<file path="src/rtl/add_seq_ctrl.sv">
// add_seq_ctrl: WIDTH-bit add/subtract sequenced through one shared SLICE-bit adder slice,
// with the slice carry registered between passes and valid/ready on both sides.
module add_seq_ctrl #(
    parameter int WIDTH = 32,
    parameter int SLICE = 8
) (
    input  logic             clk,
    input  logic             rst_n,
    input  logic             in_valid,
    output logic             in_ready,
    input  logic [WIDTH-1:0] a,
    input  logic [WIDTH-1:0] b,
    input  logic             sub,
    input  logic             c_in,
    output logic             out_valid,
    input  logic             out_ready,
    output logic [WIDTH-1:0] s,
    output logic             c_out,
    output logic             ovf
);
    localparam int N  = WIDTH / SLICE;
    localparam int KW = N > 1 ? $clog2(N) : 1;
    typedef enum logic [1:0] {IDLE, RUN, DONE} state_t;
    state_t           state;
    logic [KW-1:0]    k;
    logic [WIDTH-1:0] a_r;
    logic [WIDTH-1:0] b_r;
    logic             carry;
    logic [SLICE:0]   sum;
    logic             last;
    assign sum  = {1'b0, a_r[k*SLICE +: SLICE]} + {1'b0, b_r[k*SLICE +: SLICE]} + {{SLICE{1'b0}}, carry};
    assign last = k == KW'(N - 1);
    always_ff @(posedge clk or negedge rst_n) begin
        if (!rst_n) begin
            state     <= IDLE;
            k         <= '0;
            a_r       <= '0;
            b_r       <= '0;
            carry     <= 1'b0;
            s         <= '0;
            c_out     <= 1'b0;
            ovf       <= 1'b0;
            out_valid <= 1'b0;
            in_ready  <= 1'b1;
        end else begin
            case (state)
                IDLE: if (in_valid) begin
                    a_r      <= a;
                    b_r      <= sub ? ~b : b;
                    carry    <= sub ? 1'b1 : c_in;
                    k        <= '0;
                    in_ready <= 1'b0;
                    state    <= RUN;
                end
                RUN: begin
                    s[k*SLICE +: SLICE] <= sum[SLICE-1:0];
                    carry               <= sum[SLICE];
                    k                   <= last ? k : k + 1'b1;
                    if (last) begin
                        // the MSB slice sum is the final s[MSB]
                        c_out     <= sum[SLICE];
                        ovf       <= (a_r[WIDTH-1] == b_r[WIDTH-1]) && (sum[SLICE-1] != a_r[WIDTH-1]);
                        out_valid <= 1'b1;
                        state     <= DONE;
                    end
                end
                DONE: if (out_ready) begin
                    out_valid <= 1'b0;
                    in_ready  <= 1'b1;
                    state     <= IDLE;
                end
                default: state <= IDLE;
            endcase
        end
    end
endmodule

</file>
<file path="config.mk">
export PLATFORM = sky130hd
export DESIGN_NAME = add_seq_ctrl
export DESIGN_NICKNAME = d
export VERILOG_FILES = /design/src/rtl/add_seq_ctrl.sv
export SDC_FILE = /design/constraint.sdc
export NUM_CORES = 1
export LEC_CHECK = 0
export CAP_MARGIN = 20
export CORE_UTILIZATION = 45
export DETAILED_ROUTE_END_ITERATION = 10
export GPL_ROUTABILITY_DRIVEN = 0
export GPL_TIMING_DRIVEN = 0
export PLACE_DENSITY = 0.78
export SLEW_MARGIN = 30
export SYNTH_ARGS = -nofsm -noshare
export SYNTH_HDL_FRONTEND = slang
export SYNTH_SLANG_ARGS = --single-unit
</file>
<file path="constraint.sdc">
create_clock -name clk -period 3.26 [get_ports clk]
set_input_delay 0.652 -clock clk [delete_from_list [all_inputs] [get_ports clk]]
set_output_delay 0.652 -clock clk [all_outputs]
set_load 0.1 [all_outputs]
</file>
==> impl_results.md <==
- Initial Util: 46.04%
- Reg2reg path depth: 9
- Die width: 107.3 um
- Final net count: 607
- Fin. max-slew vios: 0
- Yosys warns: 0
- FF+latch count, synth: 105
- Worst EP arrival: 3.40 ns
- Area delta synth->final: 30.13%
- Crit end category: flip-flop
- Number of antenna diodes: 0
- DR WL/cell: 16.80 um
- Post-Syn Area: 4991 sq um
- Slowest cell on the critical path: mux4_2
- Crit path launch type: flip-flop
- Clock skew: 0.01629 ns
- DRC: 0
- IO Port Bufs: 104
- Worst skew pair latency: 0.37 ns
- Finished Core Util: 59.91%
- Reg2reg end: s[22]
- Max FO, Critical Path: 10
- CP Class: reg -> reg
- Final setup viols: 0
- Final critical-path required period: 3.145 ns
- RSZ-0062 raised after global routing: false
- Total CTS buffers: 9
- Synthesized area per cell: 12.32 sq um
- Clock Sink Count: 105
- Final cycle utilization of the critical path: 96.47%
- DR vias: 3,626
- Max frequency: 0.3180 GHz
- Slew @ Worst Pin: 0.9834 ns
- Largest stage delay, worst path: 0.56 ns
- Number of I/O pins: 106
- Syn Inst Count: 405
- HPWL Detailed: 8.514 mm
- Initial antenna violation count: 0
- Global-route wire length before repair: 18.39 mm
- CP Data Required Time: 3.52 ns
- Synth unique cells: 42
- Post-DRT Antenna Nets: 0
- Clock-pin slew on the worst setup and hold paths: 0.10 ns
- Max cap viols: 0
- CTS tree: built
- Clock Path Buffers: 2
- Core ar.: 10,840 sq um
- Post-synthesis sequential area ratio: 52.67%
- Hold Crit Class: in -> async
- Share of layout cells above drive strength 1: 18.79%
- Drt first pass iters: 4
- Slew HR: 34.24%
- Number of global-route vias before repair: 3,695
- # rows: 38
- Outcome: complete, no violations
- CP cell instances: buf_8 > mux4_2 > fa_1 > fa_2 > a211oi_1 > o21bai_1 > a21oi_1 > xnor2_2 > a22o_1
- Total Routed Length: 11.20 mm
- Drt via density: 5.436
- R2R setup slack: 0.11 ns
- Root Buffer Master: clkbuf_8
- Die height: 107.3 um
- Tot GR Track Use: 21.12%
- Largest net degree at the start of global routing: 56
- FF-to-FF Start: k[0]
- Final hold vios: 0
- Die area: 11,520 sq um
- Htree depth: 3
- Iter 0 DRT Violations: 107
- Total congestion overflow: 0
- Mapped Nets: 490
area by class of cell:
type                    count  area, sq um
clock buffers              10        137.6
clock inverters             6        91.34
flip-flops and latches    105         2630
multi-input cells         276         2261
inverters                   5        18.77
well taps                 140        175.2
fillers                   878         4345
repair buffers            106         1077
plain buffers              19        103.9
registers in the layout (all words and copies together), names as in the netlist:
register   count
state          2
a_r           32
in_ready       1
carry          1
out_valid      1
s             32
k              2
ovf            1
b_r           32
c_out          1
logic make-up (layout without fill, tap and decap cells):
logic type                 Yosys count  after routing  share of synthesized area [%]
AOI/OAI and AO/OA                   98             98                          12.84
xor gates and xnor gates            37             37                          6.493
adders and majority gates           15             15                          4.061
buffers and inverters               24            146                          2.231
DFF                                105            105                          52.67
muxes                               48             48                          14.44
and+or+nand+nor                     78             78                          7.270
layer usage:
metal / share of wire (%) / global-route usage [%]
met1: 44 / 27.80
met2: 49 / 35.16
met3: 5.2 / 4.843
met4: 1.6 / 5.871
met5: 0 / 0
synth_stat cells, drive strengths merged:
cell | n | area [sq um]
or3 | 2 | 12.51
a211o | 4 | 35.03
nand2b | 2 | 12.51
nand2 | 21 | 91.33
mux2 | 32 | 360.4
fa | 2 | 40.04
o21ai | 14 | 70.06
nor3 | 4 | 30.03
buf | 15 | 77.58
nand3 | 2 | 10.01
a22oi | 1 | 7.510
ha | 13 | 162.7
a21oi | 44 | 224.0
inv | 5 | 18.76
mux4 | 16 | 360.4
clkbuf | 4 | 15.01
o21bai | 1 | 7.510
a211oi | 1 | 7.510
nand4 | 2 | 12.51
o22ai | 1 | 6.260
o311a | 1 | 10.01
xnor2 | 37 | 324.1
a21o | 4 | 32.53
o211ai | 1 | 12.51
nor3b | 1 | 7.510
nor4 | 1 | 6.260
o31ai | 1 | 7.510
nor2 | 43 | 180.2
o211a | 1 | 10.01
a22o | 24 | 210.2
dfrtp | 104 | 2603
dfstp | 1 | 26.28
stage by stage:
step | setup TNS (ns) | std cells | setup slack [ns] | hold slack, ns | cell area, sq um
6_report | 0 | 667 | 0.1150 | 0.2222 | 6495
5_1_grt | 0 | 667 | 0.01686 | 0.2673 | 6495
4_1_cts | 0 | 667 | 0.08198 | 0.2508 | 6485
3_5_place_dp | -2.065 | 650 | -0.2633 | 0.4727 | 6236
3_3_place_gp | -223.68 | 649 | -2.134 | 0.4667 | 6207
2_1_floorplan | 0 | 405 | 0.1475 | 0.3564 | 4991
worst max-delay path, delay by kind of cell (launching register included):
kind / cells / cell delay (ns)
AO/OA/AOI/OAI: 4 / 0.88
XOR/XNOR: 1 / 0.13
adder cells (fa/ha/maj): 2 / 0.86
buffers and inverters: 1 / 0.18
flip-flops: 1 / 0.41
multiplexers: 1 / 0.56
layout by cell type, fill, tap and decap left out, drive strengths merged, types with 2 or more instances in the layout:
cell type      netlist  final
inv                  5      5
clkinvlp             0      3
mux2                32     32
nand2               21     21
xnor2               37     37
nand4                2      2
a211o                4      4
bufinv               0      2
nand2b               2      2
o21ai               14     14
nor3                 4      4
a21oi               44     44
nand3                2      2
or3                  2      2
a21o                 4      4
fa                   2      2
mux4                16     16
clkbuf               4     14
a22o                24     24
nor2                43     43
ha                  13     13
clkdlybuf4s50        0    103
dfrtp              104    104
buf                 15     18
worst max-delay path by stage:
stage                     start       to  slack, ns
after floorplan            k[0]    s[14]       0.15
after global placement    rst_n  b_r[21]      -2.13
after detailed placement   k[0]     s[6]      -0.26
after CTS                  k[0]    s[22]       0.08
after global routing       k[0]    s[14]       0.02
final                      k[0]    s[22]       0.11
what timing repair did:
| item | 4_1_cts | 5_1_grt |
|---|---|---|
| setup endpoints to repair | 11 | 6 |
| resized for setup | 5 | 2 |
| hold buffers | 0 | 0 |
| buffers inserted | 1 | 0 |
| pin swaps | 0 | 0 |
| hold endpoints to repair | 0 | 0 |
Power is not shown: default switching activity piles up to over one toggle a cycle in this logic, so the estimate is an artifact.
